==> src/rtl/datapath_pkg.sv <==
// Shared definitions for the CPU datapath and its control unit:
// ALU opcodes, Bus_2 source codes and flag bit positions.
package datapath_pkg;

  localparam int OP_NOP = 0;
  localparam int OP_ADD = 1;
  localparam int OP_SUB = 2;
  localparam int OP_AND = 3;
  localparam int OP_OR  = 4;
  localparam int OP_XOR = 5;
  localparam int OP_NOT = 6;
  localparam int OP_SHL = 7;
  localparam int OP_SHR = 8;
  localparam int OP_INC = 9;

  typedef enum logic [1:0] {
    BUS2_ALU  = 2'd0,
    BUS2_BUS1 = 2'd1,
    BUS2_MEM  = 2'd2,
    BUS2_ZERO = 2'd3
  } bus2_sel_e;

  localparam int NUM_FLAGS = 3;
  localparam int FLAG_N    = 0;
  localparam int FLAG_C    = 1;
  localparam int FLAG_Z    = 2;

endpackage

==> src/rtl/datapath_alu.sv <==
// Combinational ALU: A is the Y operand register, B is Bus_1.
// Carry is carry-out for ADD/INC, borrow for SUB, shifted-out bit for shifts.
module datapath_alu
  import datapath_pkg::*;
#(
  parameter int WORD_SIZE = 8,
  parameter int OP_SIZE   = 4
) (
  input  logic [WORD_SIZE-1:0] a,
  input  logic [WORD_SIZE-1:0] b,
  input  logic [OP_SIZE-1:0]   opcode,
  output logic [WORD_SIZE-1:0] result,
  output logic                 carry
);

  logic [WORD_SIZE:0] sum;
  logic [WORD_SIZE:0] diff;
  logic [WORD_SIZE:0] incr;

  // The extra top bit captures carry-out, or the borrow when a < b.
  assign sum  = {1'b0, a} + {1'b0, b};
  assign diff = {1'b0, a} - {1'b0, b};
  assign incr = {1'b0, b} + (WORD_SIZE+1)'(1);

  always_comb begin
    // NOTE: defaults first so every path assigns every output; no latch is inferred.
    result = '0;
    carry  = 1'b0;
    case (int'(opcode))
      OP_NOP: result = '0;
      OP_ADD: {carry, result} = sum;
      OP_SUB: {carry, result} = diff;
      OP_AND: result = a & b;
      OP_OR:  result = a | b;
      OP_XOR: result = a ^ b;
      OP_NOT: result = ~b;
      OP_SHL: begin
        result = b << 1;
        carry  = b[WORD_SIZE-1];
      end
      OP_SHR: begin
        result = b >> 1;
        carry  = b[0];
      end
      OP_INC: {carry, result} = incr;
      default: ;
    endcase
  end

endmodule

==> src/rtl/datapath_unit.sv <==
// Two-bus CPU datapath: register file, PC, IR, address, Y and flags registers.
// Bus_1 feeds the ALU; Bus_2 is the write-back bus for every register.
module datapath_unit
  import datapath_pkg::*;
#(
  parameter int WORD_SIZE = 8,
  parameter int ADDR_SIZE = 8,
  parameter int NUM_REGS  = 4,
  parameter int OP_SIZE   = 4,
  parameter int RSEL_W    = $clog2(NUM_REGS),
  parameter int B1SEL_W   = $clog2(NUM_REGS + 1)
) (
  input  logic                 clk,
  input  logic                 rst,
  input  logic [WORD_SIZE-1:0] mem_word,
  input  logic [B1SEL_W-1:0]   sel_bus_1,
  input  logic [1:0]           sel_bus_2,
  input  logic                 load_reg,
  input  logic [RSEL_W-1:0]    reg_dst,
  input  logic                 load_pc,
  input  logic                 inc_pc,
  input  logic                 load_ir,
  input  logic                 load_add_r,
  input  logic                 load_reg_y,
  input  logic                 load_flags,
  output logic [WORD_SIZE-1:0] instruction,
  output logic [ADDR_SIZE-1:0] address,
  output logic [ADDR_SIZE-1:0] pc,
  output logic [WORD_SIZE-1:0] bus_1,
  output logic                 zflag,
  output logic                 cflag,
  output logic                 nflag
);

  logic [WORD_SIZE-1:0] regs [NUM_REGS];
  logic [WORD_SIZE-1:0] reg_y;
  logic [WORD_SIZE-1:0] bus_2;
  logic [WORD_SIZE-1:0] alu_result;
  logic                 alu_carry;
  logic [NUM_FLAGS-1:0] flags;

  for (genvar i = 0; i < NUM_REGS; i++) begin : g_reg
    logic [WORD_SIZE-1:0] q;
    // NOTE: the register file is small flops, not RAM, so resetting it is cheap and expected.
    always_ff @(posedge clk) begin
      if (rst) begin
        q <= '0;
      end else if (load_reg && reg_dst == RSEL_W'(i)) begin
        q <= bus_2;
      end
    end
    assign regs[i] = q;
  end

  always_comb begin
    bus_1 = '0;
    for (int i = 0; i < NUM_REGS; i++) begin
      if (sel_bus_1 == B1SEL_W'(i)) bus_1 = regs[i];
    end
    if (sel_bus_1 == B1SEL_W'(NUM_REGS)) bus_1 = WORD_SIZE'(pc);
  end

  datapath_alu #(
    .WORD_SIZE(WORD_SIZE),
    .OP_SIZE  (OP_SIZE)
  ) u_alu (
    .a     (reg_y),
    .b     (bus_1),
    .opcode(instruction[WORD_SIZE-1 -: OP_SIZE]),
    .result(alu_result),
    .carry (alu_carry)
  );

  always_comb begin
    bus_2 = '0;
    case (bus2_sel_e'(sel_bus_2))
      BUS2_ALU:  bus_2 = alu_result;
      BUS2_BUS1: bus_2 = bus_1;
      BUS2_MEM:  bus_2 = mem_word;
      BUS2_ZERO: bus_2 = '0;
      default:   bus_2 = '0;
    endcase
  end

  // NOTE: non-blocking assignments let every register sample the pre-edge Bus_2 together.
  always_ff @(posedge clk) begin
    if (rst) begin
      pc          <= '0;
      instruction <= '0;
      address     <= '0;
      reg_y       <= '0;
      flags       <= '0;
    end else begin
      if (load_pc)     pc <= bus_2[ADDR_SIZE-1:0];
      else if (inc_pc) pc <= pc + ADDR_SIZE'(1);
      if (load_ir)    instruction <= bus_2;
      if (load_add_r) address     <= bus_2[ADDR_SIZE-1:0];
      if (load_reg_y) reg_y       <= bus_2;
      if (load_flags) begin
        flags[FLAG_Z] <= (alu_result == '0);
        flags[FLAG_C] <= alu_carry;
        flags[FLAG_N] <= alu_result[WORD_SIZE-1];
      end
    end
  end

  assign zflag = flags[FLAG_Z];
  assign cflag = flags[FLAG_C];
  assign nflag = flags[FLAG_N];

endmodule

==> config.mk <==
export PLATFORM = sky130hd
export DESIGN_NAME = datapath_unit
export DESIGN_NICKNAME = d
export VERILOG_FILES = /design/src/rtl/datapath_pkg.sv /design/src/rtl/datapath_alu.sv /design/src/rtl/datapath_unit.sv
export SDC_FILE = /design/constraint.sdc
export NUM_CORES = 1
export LEC_CHECK = 0
export BUFFER_PORTS_ARGS = -buffer_cell sky130_fd_sc_hd__buf_2
export CAP_MARGIN = 20
export CORE_MARGIN = 4
export CORE_UTILIZATION = 53
export DETAILED_ROUTE_END_ITERATION = 8
export PLACE_DENSITY = 0.85
export SLEW_MARGIN = 15
export SYNTH_ARGS = -nofsm -noshare
export SYNTH_HDL_FRONTEND = slang
export SYNTH_SLANG_ARGS = --single-unit
export TNS_END_PERCENT = 1
==> constraint.sdc <==
create_clock -name clk -period 3.4 [get_ports clk]
set_input_delay 0.17 -clock clk [delete_from_list [all_inputs] [get_ports clk]]
set_output_delay 0.17 -clock clk [all_outputs]
set_load 0.03 [all_outputs]
==> results.md <==
- Antenna violations before repair: 0
- Pins Over Slew Limit: 0
- Fin Clk Skew: 0.00764 ns
- Number of diodes: 0
- Synthesized Nets: 613
- Vias in the first global route: 4,635
- Finished Core Util: 64.4%
- CTS tree: done
- Synth cell types: 82
- CTS Hold Bufs: 0
- Crit path arrival time: 3.46 ns
- RSZ-0062 raised after global routing: true
- Slew @ Worst Pin: 1.09 ns
- Hpwl dp: 11,800 um
- Sequential area share after synthesis: 28.5%
- Nets: 692
- Peak supply drop: 436 uV
- Post-CTS setup buffers: 0
- Final Hold Vio Count: 0
- Critical Path Fanout Max: 8
- Final min period: 3.28 ns
- CP endpoint kind: flip-flop
- FFs w/ async S/R, synth: 0%
- Die Wd: 102 um
- Final Cycle Share: 96.5%
- CP Launch Type: flip-flop
- Clock Latency Late Sink: 0.35 ns
- # clock sinks: 67
- Iteration-0 DRC Markers: 396
- CTS max path bufs: 2
- Detail Route Antenna Nets: 0
- Worst-path clk slew: 0.08 ns
- Worst EP required: 3.57 ns
- Setup TNS: 0 ns
- Placement Cell Area: 0.00531 mm2
- Max_cap viols: 0
- Post-synth EDFFs: 0
- Share of cells above drive strength 1: 25.7%
- Placer Congestion: 1.04
- Cell count after synthesis: 567
- Final setup violation count: 0
- Static Leak: 2.28 nW
- Pwr dens: 427 mW/mm2
- Max_slew headroom: 27.3%
- Post-DR wirelength/cell: 20.6 um
- # IOs: 59
- DRC Markers: 0
- Total power: 2.39 mW
- Core Region: 0.00868 mm2
- Post-Syn Area per Cell: 8.31 um2
- Design Area, Final: 0.00559 mm2
- Die height: 102 um
- First-pass GRT wire length: 24,700 um
- HP Class: input pin to flip-flop
- Area of the die: 0.0105 mm2
- Number of synthesized register bits: 67
- CTS root buf: clkbuf_8
- Pre-antenna DRT Iters: 5
- Kind of critical path: flip-flop to flip-flop
- Grt total ovfl: 0
- Fmax: 0.305 GHz
- H-Tree Depth: 3
- Buffers on Ports: 58
- Global Route Usage Sum: 30.4%
- Initial Util: 54.3%
- Row cnt: 34
- Area grow syn2layout: 18.6%
- Vias per cell: 6.53
- Ys flop type: dfxtp_1
- Status: finished clean
- Ys Warns: 0
- Via count: 4,952
- # resized after CTS: 0
- Synthesized cell area: 0.00471 mm2
- Routed WL: 15,600 um
- Largest net degree at the start of global routing: 67
- CTS Buf Count: 9
## Yosys cell counts, types with 3 or more instances
library cell	instances	area, um2
nor2_1	88	330
dfxtp_1	67	1340
a211oi_1	55	413
nand2_1	30	113
inv_1	23	86.3
clkbuf_1	22	82.6
ha_1	21	263
a311oi_1	17	149
o21ai_0	17	85.1
a21oi_1	16	80.1
mux2i_1	16	160
nor3_1	14	70.1
xnor2_1	12	105
nand2b_1	10	62.6
nand3_1	10	50.1
nor2b_1	8	50.1
o211ai_1	8	60.1
buf_1	6	22.5
a22oi_1	5	37.5
buf_2	5	25.0
mux2_2	5	56.3
a21o_1	4	30.0
buf_6	4	45.0
nand4_1	4	25.0
o211ai_2	4	50.1
o21ai_1	4	20.0
o221ai_1	4	35.0
o22ai_1	4	25.0
a221o_1	3	30.0
a22o_1	3	26.3
a31o_2	3	26.3
and3_1	3	18.8
o21a_1	3	22.5
o21ai_2	3	26.3
o2bb2ai_1	3	26.3
o31a_1	3	26.3
xor2_1	3	26.3
## per-layer routing
layer  global-route usage (%)  wire (um)  up-vias
met5                        0          0        -
met4                     18.1        831        0
met3                     3.21       1140       65
met2                     49.6       7440      276
met1                     38.9       6200     2328
li1                         -          -     2283
## through the flow
stage	hold WS (ns)	instances	setup WS (ns)
final	0.0595	758	0.119
after global routing	0.0551	758	-0.0587
after CTS	0.0451	757	0.0315
after detailed placement	0.415	742	-0.119
after global placement	0.398	742	-0.115
after floorplan	0.266	567	0.0698
## power by group
group	leakage (nW)	internal [mW]	switching [mW]
clock	0.115	0.485	0.313
sequential	0.551	0.835	0.0544
combinational	1.61	0.268	0.431
## worst max-delay path: stages, from the launching register on
cell,delay [ns]
dfxtp_1,0.37
mux2i_1,0.28
o221ai_1,0.26
ha_1,0.31
a211oi_1,0.47
o211ai_1,0.21
nand3_1,0.12
a211oi_1,0.08
o21ai_0,0.14
o2111ai_2,0.22
o311ai_4,0.50
a311oi_1,0.15
## registers in the layout, indices dropped and copies added, names as in the netlist
| signal | count |
|---|---|
| reg_y | 8 |
| flags | 3 |
| g.q | 32 |
| instruction | 8 |
| pc | 8 |
| address | 8 |
## area by class of cell
cell class	count	area (um2)
inverter	24	90.1
clock inverter	6	115
timing repair buffer	107	671
multi-input combinational	437	3110
clock buffer	9	124
tap	108	135
sequential	67	1340
fill	722	3090
## final timing paths
| path | start | to | slack [ns] | cells past startpoint |
|---|---|---|---|---|
| worst max-delay path | pc[2]$_SDFFE_PP0P_ | g_reg[2].q[7]$_SDFFE_PP0P_ | 0.12 | 11 |
| worst min-delay path | load_flags | flags[0]$_SDFFE_PP0P_ | 0.06 | 2 |
| worst max register to register | pc[2]$_SDFFE_PP0P_ | g_reg[2].q[7]$_SDFFE_PP0P_ | 0.12 | 11 |
| worst min register to register | instruction[2]$_SDFFE_PP0P_ | instruction[2]$_SDFFE_PP0P_ | 0.49 | 2 |
## cell families (layout without fill, tap and decap cells)
kind of cell	count (synthesis)	after routing	synth area share [%]
adders and majority gates	22	22	6.00
muxes	21	21	4.59
and+or+nand+nor	189	189	19.4
DFF	67	67	28.5
AOI/OAI and AO/OA	190	190	32.5
buffers and inverters	63	146	6.21
xor gates and xnor gates	15	15	2.79
## layout by cell type (no fill, tap or decap), types with 5 or more instances in the layout
cell      instances
a211oi_1         53
a21oi_1          16
a22oi_1           5
a311oi_1         16
buf_2            58
buf_4            48
clkbuf_8          9
dfxtp_1          67
ha_1             21
inv_1            23
mux2_2            5
mux2i_1          16
nand2_1          30
nand2b_1         10
nand3_1          10
nor2_1           87
nor2b_1           8
nor3_1           14
o211ai_1          8
o21ai_0          16
xnor2_1          12
Power figures use the tool's default switching activity.
